`config.mk`:
```
export PLATFORM = sky130hd
export DESIGN_NAME = pwm_duty_sequencer
export DESIGN_NICKNAME = d
export VERILOG_FILES = /design/src/rtl/pwm_duty_sequencer.sv
export SDC_FILE = /design/constraint.sdc
export NUM_CORES = 1
export LEC_CHECK = 0
export ABC_AREA = 1
export BUFFER_PORTS_ARGS = -buffer_cell sky130_fd_sc_hd__buf_4
export CAP_MARGIN = 20
export CELL_PAD_IN_SITES_DETAIL_PLACEMENT = 1
export CELL_PAD_IN_SITES_GLOBAL_PLACEMENT = 1
export CORE_MARGIN = 1
export CORE_UTILIZATION = 40
export CTS_CLUSTER_DIAMETER = 30
export DETAILED_ROUTE_END_ITERATION = 7
export PLACE_DENSITY_LB_ADDON = 0.1
export SLEW_MARGIN = 20
export SYNTH_ARGS = -nofsm -noshare
export SYNTH_HDL_FRONTEND = slang
export SYNTH_SLANG_ARGS = --single-unit
```
`constraint.sdc`:
```
create_clock -name clk -period 2.1 [get_ports clk]
set_clock_uncertainty 0.2 [all_clocks]
set_input_delay 0.42 -clock clk [delete_from_list [all_inputs] [get_ports clk]]
set_output_delay 0.42 -clock clk [all_outputs]
set_load 0.1 [all_outputs]
```
`src/rtl/pwm_duty_sequencer.sv`:
```
// rtl/pwm_duty_sequencer.sv - button/breathe driven duty source for the 50-slot PWM generator
// Duty changes land only on a period boundary, flagged by a one-cycle pwm_reload pulse.

module pwm_btn_debounce #(
  parameter int DEBOUNCE_CYCLES = 1000
) (
  input  logic clk,
  input  logic reset,
  input  logic raw,
  output logic rise
);
  localparam int CW = (DEBOUNCE_CYCLES > 2) ? $clog2(DEBOUNCE_CYCLES) : 1;
  localparam logic [CW-1:0] CNT_MAX = CW'(DEBOUNCE_CYCLES - 1);

  logic sync_1;
  logic sync_2;
  logic level;
  logic level_q;
  logic [CW-1:0] cnt;

  always_ff @(posedge clk) begin
    if (reset) begin
      sync_1  <= 1'b0;
      sync_2  <= 1'b0;
      level   <= 1'b0;
      level_q <= 1'b0;
      cnt     <= '0;
    end else begin
      sync_1  <= raw;
      sync_2  <= sync_1;
      level_q <= level;
      // any sample matching the accepted level restarts the stability window
      if (sync_2 != level) begin
        if (cnt == CNT_MAX) begin
          level <= sync_2;
          cnt   <= '0;
        end else begin
          cnt <= cnt + 1'b1;
        end
      end else begin
        cnt <= '0;
      end
    end
  end

  assign rise = level & ~level_q;
endmodule

module pwm_duty_sequencer #(
  parameter int PERIOD          = 50,
  parameter int STEP            = 1,
  parameter int DEBOUNCE_CYCLES = 1000,
  parameter int RAMP_DIV        = 4
) (
  input  logic       clk,
  input  logic       reset,
  input  logic       btn_up,
  input  logic       btn_down,
  input  logic       mode,
  output logic [5:0] duty,
  output logic       pwm_reload,
  output logic       pending
);
  localparam int PW = $clog2(PERIOD);
  localparam int RW = (RAMP_DIV > 1) ? $clog2(RAMP_DIV) : 1;
  localparam logic [PW-1:0] PERIOD_LAST = PW'(PERIOD - 1);
  localparam logic [RW-1:0] RAMP_LAST   = RW'(RAMP_DIV - 1);
  localparam logic [5:0]    PERIOD_6    = 6'(PERIOD);
  localparam logic [5:0]    STEP_6      = 6'(STEP);

  typedef enum logic [1:0] {IDLE, PENDING, RELOAD} state_t;

  state_t        state;
  logic [PW-1:0] period_cnt;
  logic [RW-1:0] ramp_cnt;
  logic [5:0]    target;
  logic          dir_up;
  logic          mode_s1;
  logic          mode_s2;
  logic          mode_q;
  logic          up_press;
  logic          down_press;
  logic          boundary;
  logic [6:0]    up_sum;
  logic [5:0]    up_sat;
  logic [5:0]    dn_sat;

  pwm_btn_debounce #(.DEBOUNCE_CYCLES(DEBOUNCE_CYCLES)) u_db_up (
    .clk   (clk),
    .reset (reset),
    .raw   (btn_up),
    .rise  (up_press)
  );

  pwm_btn_debounce #(.DEBOUNCE_CYCLES(DEBOUNCE_CYCLES)) u_db_down (
    .clk   (clk),
    .reset (reset),
    .raw   (btn_down),
    .rise  (down_press)
  );

  assign boundary = (period_cnt == PERIOD_LAST);
  assign up_sum   = {1'b0, target} + {1'b0, STEP_6};
  assign up_sat   = (up_sum >= {1'b0, PERIOD_6}) ? PERIOD_6 : up_sum[5:0];
  assign dn_sat   = (target <= STEP_6) ? 6'd0 : (target - STEP_6);

  // the generator restarts its own count on reload, so follow it
  always_ff @(posedge clk) begin
    if (reset) begin
      period_cnt <= '0;
    end else if (pwm_reload || boundary) begin
      period_cnt <= '0;
    end else begin
      period_cnt <= period_cnt + 1'b1;
    end
  end

  always_ff @(posedge clk) begin
    if (reset) begin
      mode_s1 <= 1'b0;
      mode_s2 <= 1'b0;
      mode_q  <= 1'b0;
    end else begin
      mode_s1 <= mode;
      mode_s2 <= mode_s1;
      mode_q  <= mode_s2;
    end
  end

  always_ff @(posedge clk) begin
    if (reset) begin
      target   <= 6'd0;
      dir_up   <= 1'b1;
      ramp_cnt <= '0;
    end else if (mode_s2) begin
      if (!mode_q) begin
        dir_up   <= 1'b1;
        ramp_cnt <= '0;
      end else if (boundary) begin
        if (ramp_cnt == RAMP_LAST) begin
          ramp_cnt <= '0;
          if (dir_up) begin
            target <= up_sat;
            if (up_sat == PERIOD_6) dir_up <= 1'b0;
          end else begin
            target <= dn_sat;
            if (dn_sat == 6'd0) dir_up <= 1'b1;
          end
        end else begin
          ramp_cnt <= ramp_cnt + 1'b1;
        end
      end
    end else begin
      if (up_press && !down_press) begin
        target <= up_sat;
      end else if (down_press && !up_press) begin
        target <= dn_sat;
      end
    end
  end

  always_ff @(posedge clk) begin
    if (reset) begin
      state      <= IDLE;
      duty       <= 6'd0;
      pwm_reload <= 1'b0;
      pending    <= 1'b0;
    end else begin
      case (state)
        IDLE: begin
          pwm_reload <= 1'b0;
          if (target != duty) begin
            state   <= PENDING;
            pending <= 1'b1;
          end
        end
        PENDING: begin
          // a target that wandered back to duty needs no reload at all
          if (target == duty) begin
            state   <= IDLE;
            pending <= 1'b0;
          end else if (boundary) begin
            duty       <= target;
            pwm_reload <= 1'b1;
            pending    <= 1'b0;
            state      <= RELOAD;
          end
        end
        RELOAD: begin
          pwm_reload <= 1'b0;
          if (target != duty) begin
            state   <= PENDING;
            pending <= 1'b1;
          end else begin
            state <= IDLE;
          end
        end
        default: begin
          state      <= IDLE;
          pwm_reload <= 1'b0;
          pending    <= 1'b0;
        end
      endcase
    end
  end
endmodule
```
* Yosys cells after proc, flatten, opt, wreduce, memory -nomap -nowiden *
Index checks and enable logic that the tools add are counted.

storage, ports and cells
  register bits after elaboration = 56
  output and inout bits = 8
  logic and storage cells = 105

cells by class
  add/sub/neg operators = 6
  order comparisons = 2
  equality and inequality tests = 19
  muxes and demuxes = 27
  bitwise gates (word level) = 8
  reductions and logical operators = 22

operators with widths
  kind                                                               number
  two-way mux 6 bit                                                  9
  adder 10 x 1 -> 10 bit, second input constant                      2
  equality test 10 bit, second input constant                        2
  equality test 6 bit, second input constant                         2
  two-way mux 2 bit                                                  6
  inequality test 2 x 1 -> 1 bit, second input constant              6
  AND reduction 2 bit                                                6
  two-way mux 1 bit                                                  10
  adder 6 x 1 -> 7 bit, second input constant                        1
  greater-or-equal comparator 7 x 6 -> 1 bit, second input constant  1
  adder 6 x 1 -> 6 bit, second input constant                        1
  equality test 6 bit                                                1
  less-or-equal comparator 6 x 1 -> 1 bit, second input constant     1
  logical NOT 6 bit                                                  1
  inequality test 6 bit                                              1
  NOT 1 bit                                                          6
  one-hot mux 2 bit (3 select lines)                                 1
  AND reduction 3 bit                                                2
  OR reduction 2 bit                                                 3
  OR reduction 3 bit                                                 2
  subtractor 6 x 1 -> 6 bit, second input constant                   1
  equality test 2 bit, second input constant                         2
  AND reduction 4 bit                                                1
  inequality test 3 bit, second input constant                       1
  11 further kinds                                                   15

* Depth between registers and ports, before layout *
  depth after elaboration = 9
  gate-level depth with buffers = 14
  mapped depth without buffers = 14

* By module *
Synthesis repeated with hierarchy kept, for this count alone.

unflattened totals
  cell total of the unflattened synthesis = 466
  area total of the unflattened synthesis = 3225.6 um^2

by module, submodules not included
  module              times used  cells each  area each (um^2)
  pwm_duty_sequencer  1           282         1836.8
  pwm_btn_debounce    2           92          694.4

* Least setup slack after synthesis *
Ideal clock, no wire load.

  kind = register -> register
  start = register duty[3]
  end = register duty[4]
  arrival time = 1.767 ns
  required time = 1.787 ns
  slack = 0.020 ns
  cell stages (with the launch flop) = 10
  buffers on the path = 0
  clock period less this slack = 2.080 ns
  cells stage by stage = dfxtp_1 > nor2_1 > nor3_2 > nand3_2 > nand2_2 > inv_4 > nand2_4 > inv_2 > nor2_2 > nor2_2

between the ends
  cells in the longest elaborated chain, start to end = 3

RTL lines
  what                           line  text
  start, declared                60    output logic [5:0] duty,
  start signal, assigned         183   duty <= target;
  equality test 6 bit            179   if (target == duty) begin
  NOT 1 bit (no line)            n/a
  AND reduction 3 bit (no line)  n/a

No other way between the ends.
A chain may end at the register's enable or synchronous reset.

* Final worst setup path *
  start = register target[1]
  end = register target[2]

between the ends
  cells in the longest elaborated chain, start to end = 8
  elaborated cells on any way between the ends = 13
  those cells by class = 2 x add/sub; 2 x order compare; 9 x mux

RTL lines
  what                                        line  text
  start, declared                             76    logic [5:0] target;
  start signal, assigned                      143   target <= up_sat;
  start signal, assigned                      146   target <= dn_sat;
  start signal, assigned                      155   target <= up_sat;
  adder 6 x 1 -> 7 bit                        103   assign up_sum = {1'b0, target} + {1'b0, STEP_6};
  greater-or-equal comparator 7 x 6 -> 1 bit  104   assign up_sat = (up_sum >= {1'b0, PERIOD_6}) ? PERIOD_6 : up_sum[5:0];
  two-way mux 6 bit                           104
  two-way mux 6 bit                           142   if (dir_up) begin
  two-way mux 6 bit                           140   if (ramp_cnt == RAMP_LAST) begin
  two-way mux 6 bit                           139   end else if (boundary) begin
  two-way mux 6 bit                           136   if (!mode_q) begin
  two-way mux 6 bit *                         135   end else if (mode_s2) begin

Mark *: on every way between the ends. The rest lies on a longest branch, timed or not. The select of a mux whose other input is x is not followed.

==> flow_metrics.py <==
metrics = {
    "synth": {
        "async_flop_share_pct": 0,
        "syn_nets": 427,
        "seq_area_frac_synth_pct": 38.2,
        "syn_inst": 413,
        "mappedNetlistArea_um2": 2930,
        "synth_cell_types": 40,
        "synth_top_cell_by_area": "dfxtp_1",
        "synth_edf_count": 0,
        "synthFlopType": "dfxtp_1",
        "synth_top_area_share_pct": 38.2,
        "yosys_warnings": 0,
        "yosys-top-cells-area": "dfxtp_1 (38%), nand2_1 (10%), nor2_1 (6.7%)",
        "syn_avg_cell_area_um2": 7.10,
        "ys_seq_elements": 56,
    },
    "timing": {
        "fin_setup_tns_ns": 0,
        "max_freq_mhz": 503,
        "tightest_slew_ns": 0.439,
        "layout_min_cycle_time_ns": 1.99,
        "fin_crit_sh_pct": 94.6,
        "finalSetupViolations": 0,
        "slew_headroom_pct": 70.7,
        "hold_viol": 0,
        "maxSlewViolCount": 0,
    },
    "cts": {
        "cts_root_buf": "clkbuf_8",
        "htree_levels": 2,
        "postCtsHoldBufs": 0,
        "cts_tree": "yes",
        "post_cts_buffers": 0,
        "cts.path.max_buffers": 2,
        "clkLatencyLatePin_ns": 0.32,
        "ctsResizeCount": 0,
        "cts_num_sinks": 56,
        "cts_buffers": 5,
        "path_clk_slew_ns": 0.12,
    },
    "power_and_ir_drop": {
        "peakVddDrop_uv": 349,
        "pwr-share-seq_pct": 54.0,
        "clkPwrFrac_pct": 31.0,
        "switching_share_pct": 30.6,
        "p_sw_uw": 635,
        "powerDensity_nw_per_um2": 635,
        "power.internal_uw": 1440,
        "leakage_uw": 0.00142,
        "p_comb_share_pct": 15.0,
    },
    "worst_setup_path": {
        "endpoint_kind": "flop",
        "cp-start-kind": "flop",
        "critPathMaxFanout": 5,
        "critPathKind": "flop to flop",
        "worstPathArrival_ns": 2.04,
        "cp.required_ns": 2.15,
    },
    "placed_design": {
        "place_congestion": 0.787,
        "dp_cells": 521,
        "numPortBuffers": 12,
        "dp_hpwl_mm": 5.17,
    },
    "flow_run": {
        "drv_cap": 0,
    },
    "floorplanning": {
        "die_height_um": 87.6,
        "dieArea_um2": 7680,
        "core_area_um2": 6940,
        "start_util_pct": 42.3,
        "dieWidth_um": 87.6,
        "num_io_pins": 13,
        "row_count": 30,
    },
    "grt": {
        "grt_pass1_wl_mm": 11.6,
        "grt_usage_pct": 19.2,
        "grt-ovfl-total": 0,
        "antenna_found_initial": 0,
        "grt_max_degree": 20,
        "grt_pass1_vias": 2600,
    },
    "drt": {
        "drt_iter0_drc": 71,
        "first_pass_iters": 4,
        "post_drt_wl_per_cell_um": 12.7,
        "ant_nets": 0,
        "routed_wl_mm": 6.72,
        "routed-via-count": 2611,
        "vias_per_cell": 4.93,
        "remaining_drc_errors": 0,
    },
    "final_layout": {
        "layout.cells.non_filler": 530,
        "layout.nets": 447,
        "n_antenna_cell": 0,
        "syn_to_final_growth_pct": 11.4,
        "fin_util_pct": 47.1,
        "drive_gt1_share_pct": 18.0,
    },
    "worst_hold_path": {
        "hp-class": "input port to flop",
    },
    "outcome": {
        "outcome": "completed",
    },
}
## power groups by stage
stage | registers, uW | clock network, uW | logic (uW)
after global placement | 1140 | 0 | 300
final | 1120 | 643 | 312
after detailed placement | 1140 | 0 | 306
after floorplan | 1150 | 0 | 217
after global routing | 1120 | 711 | 353
after CTS | 1120 | 671 | 307
## routing by layer
metal  vias up  share of wire (%)  global-route usage (%)
met5         -                  0                       0
met4         0                1.2                    4.62
met3         6                1.9                    3.11
met2        22                 48                    34.8
met1      1217                 48                    23.8
li1       1366                  -                       -
## cells by family (layout without fill, tap and decap cells)
family / after synthesis / after routing / synth area share (%)
buf+inv: 66 / 86 / 9.47
compound gates: 60 / 60 / 11.3
simple gates: 216 / 217 / 35.4
flops: 56 / 56 / 38.2
xor+xnor: 6 / 6 / 1.79
fa+ha+maj: 9 / 9 / 3.84
## final timing paths
path / endpoint / start / slack, ns / cells after the start
max: target[2]$_SDFFE_PP0P_ / target[1]$_SDFFE_PP0P_ / 0.11 / 10
min: u_db_down.sync_1$_SDFF_PP0_ / btn_down / 0.09 / 3
max reg2reg: target[2]$_SDFFE_PP0P_ / target[1]$_SDFFE_PP0P_ / 0.11 / 10
min reg2reg: u_db_up.sync_2$_SDFF_PP0_ / u_db_up.sync_1$_SDFF_PP0_ / 0.21 / 2
## worst max-delay path, cell delays in order, from the launching register on
cell,delay (ns)
dfxtp_1,0.36
inv_2,0.07
ha_1,0.28
or2_2,0.29
nor2_2,0.14
nand3_2,0.12
nand3_2,0.13
nand3_1,0.08
nand2_1,0.06
nand2_1,0.05
a21oi_1,0.12
## Yosys cell counts, types with 2 or more instances
master / instances
o21ai_1: 11
nand3_4: 2
inv_1: 43
nand4_1: 8
nor3b_1: 7
inv_2: 12
nand3_2: 4
nor2_1: 52
xnor2_1: 2
a21oi_1: 33
nand3_1: 24
nor3_1: 12
dfxtp_1: 56
o21ai_0: 9
buf_2: 4
nand2_2: 6
ha_1: 9
buf_6: 3
xor2_1: 4
and3_1: 2
nor2_2: 10
nand2_1: 82
## metrics by stage
stage	setup WS, ns	hold slack [ns]	cell area (um2)	total power (uW)
CTS	0.126	0.0899	3250	2100
detailed placement	0.139	0.197	3150	1450
global placement	0.225	0.191	3150	1440
finish	0.113	0.0923	3270	2070
floorplan	0.0201	0.188	2930	1370
global route	-0.0230	0.0899	3270	2190
## cell usage in the layout, fill, tap and decap left out, types with 4 or more instances in the layout
master and count:
a21oi_1 33, buf_4 21, clkbuf_8 5, dfxtp_1 56, ha_1 8, inv_1 42
inv_2 13, nand2_1 82, nand2_2 6, nand3_1 23, nand3_2 6, nand4_1 8
nor2_1 50, nor2_2 12, nor3_1 12, nor3b_1 7, o21ai_0 9, o21ai_1 11
xor2_1 4
## flip-flops by register name, indices dropped and copies added, names as in the netlist, 2 cells and up
signal         count
state              2
target             6
duty               6
ramp_cnt           2
u_db_up.cnt       10
u_db_down.cnt     10
period_cnt         6
## final cells by class
type / instances / area [um2]
clock buffer: 5 / 68.8
clock inverter: 3 / 26.3
fill: 904 / 3680
inverter: 57 / 216
multi-input combinational: 292 / 1560
sequential: 56 / 1120
tap: 96 / 120
timing repair buffer: 21 / 158
No activity file was read; power rests on OpenSTA's default activity.
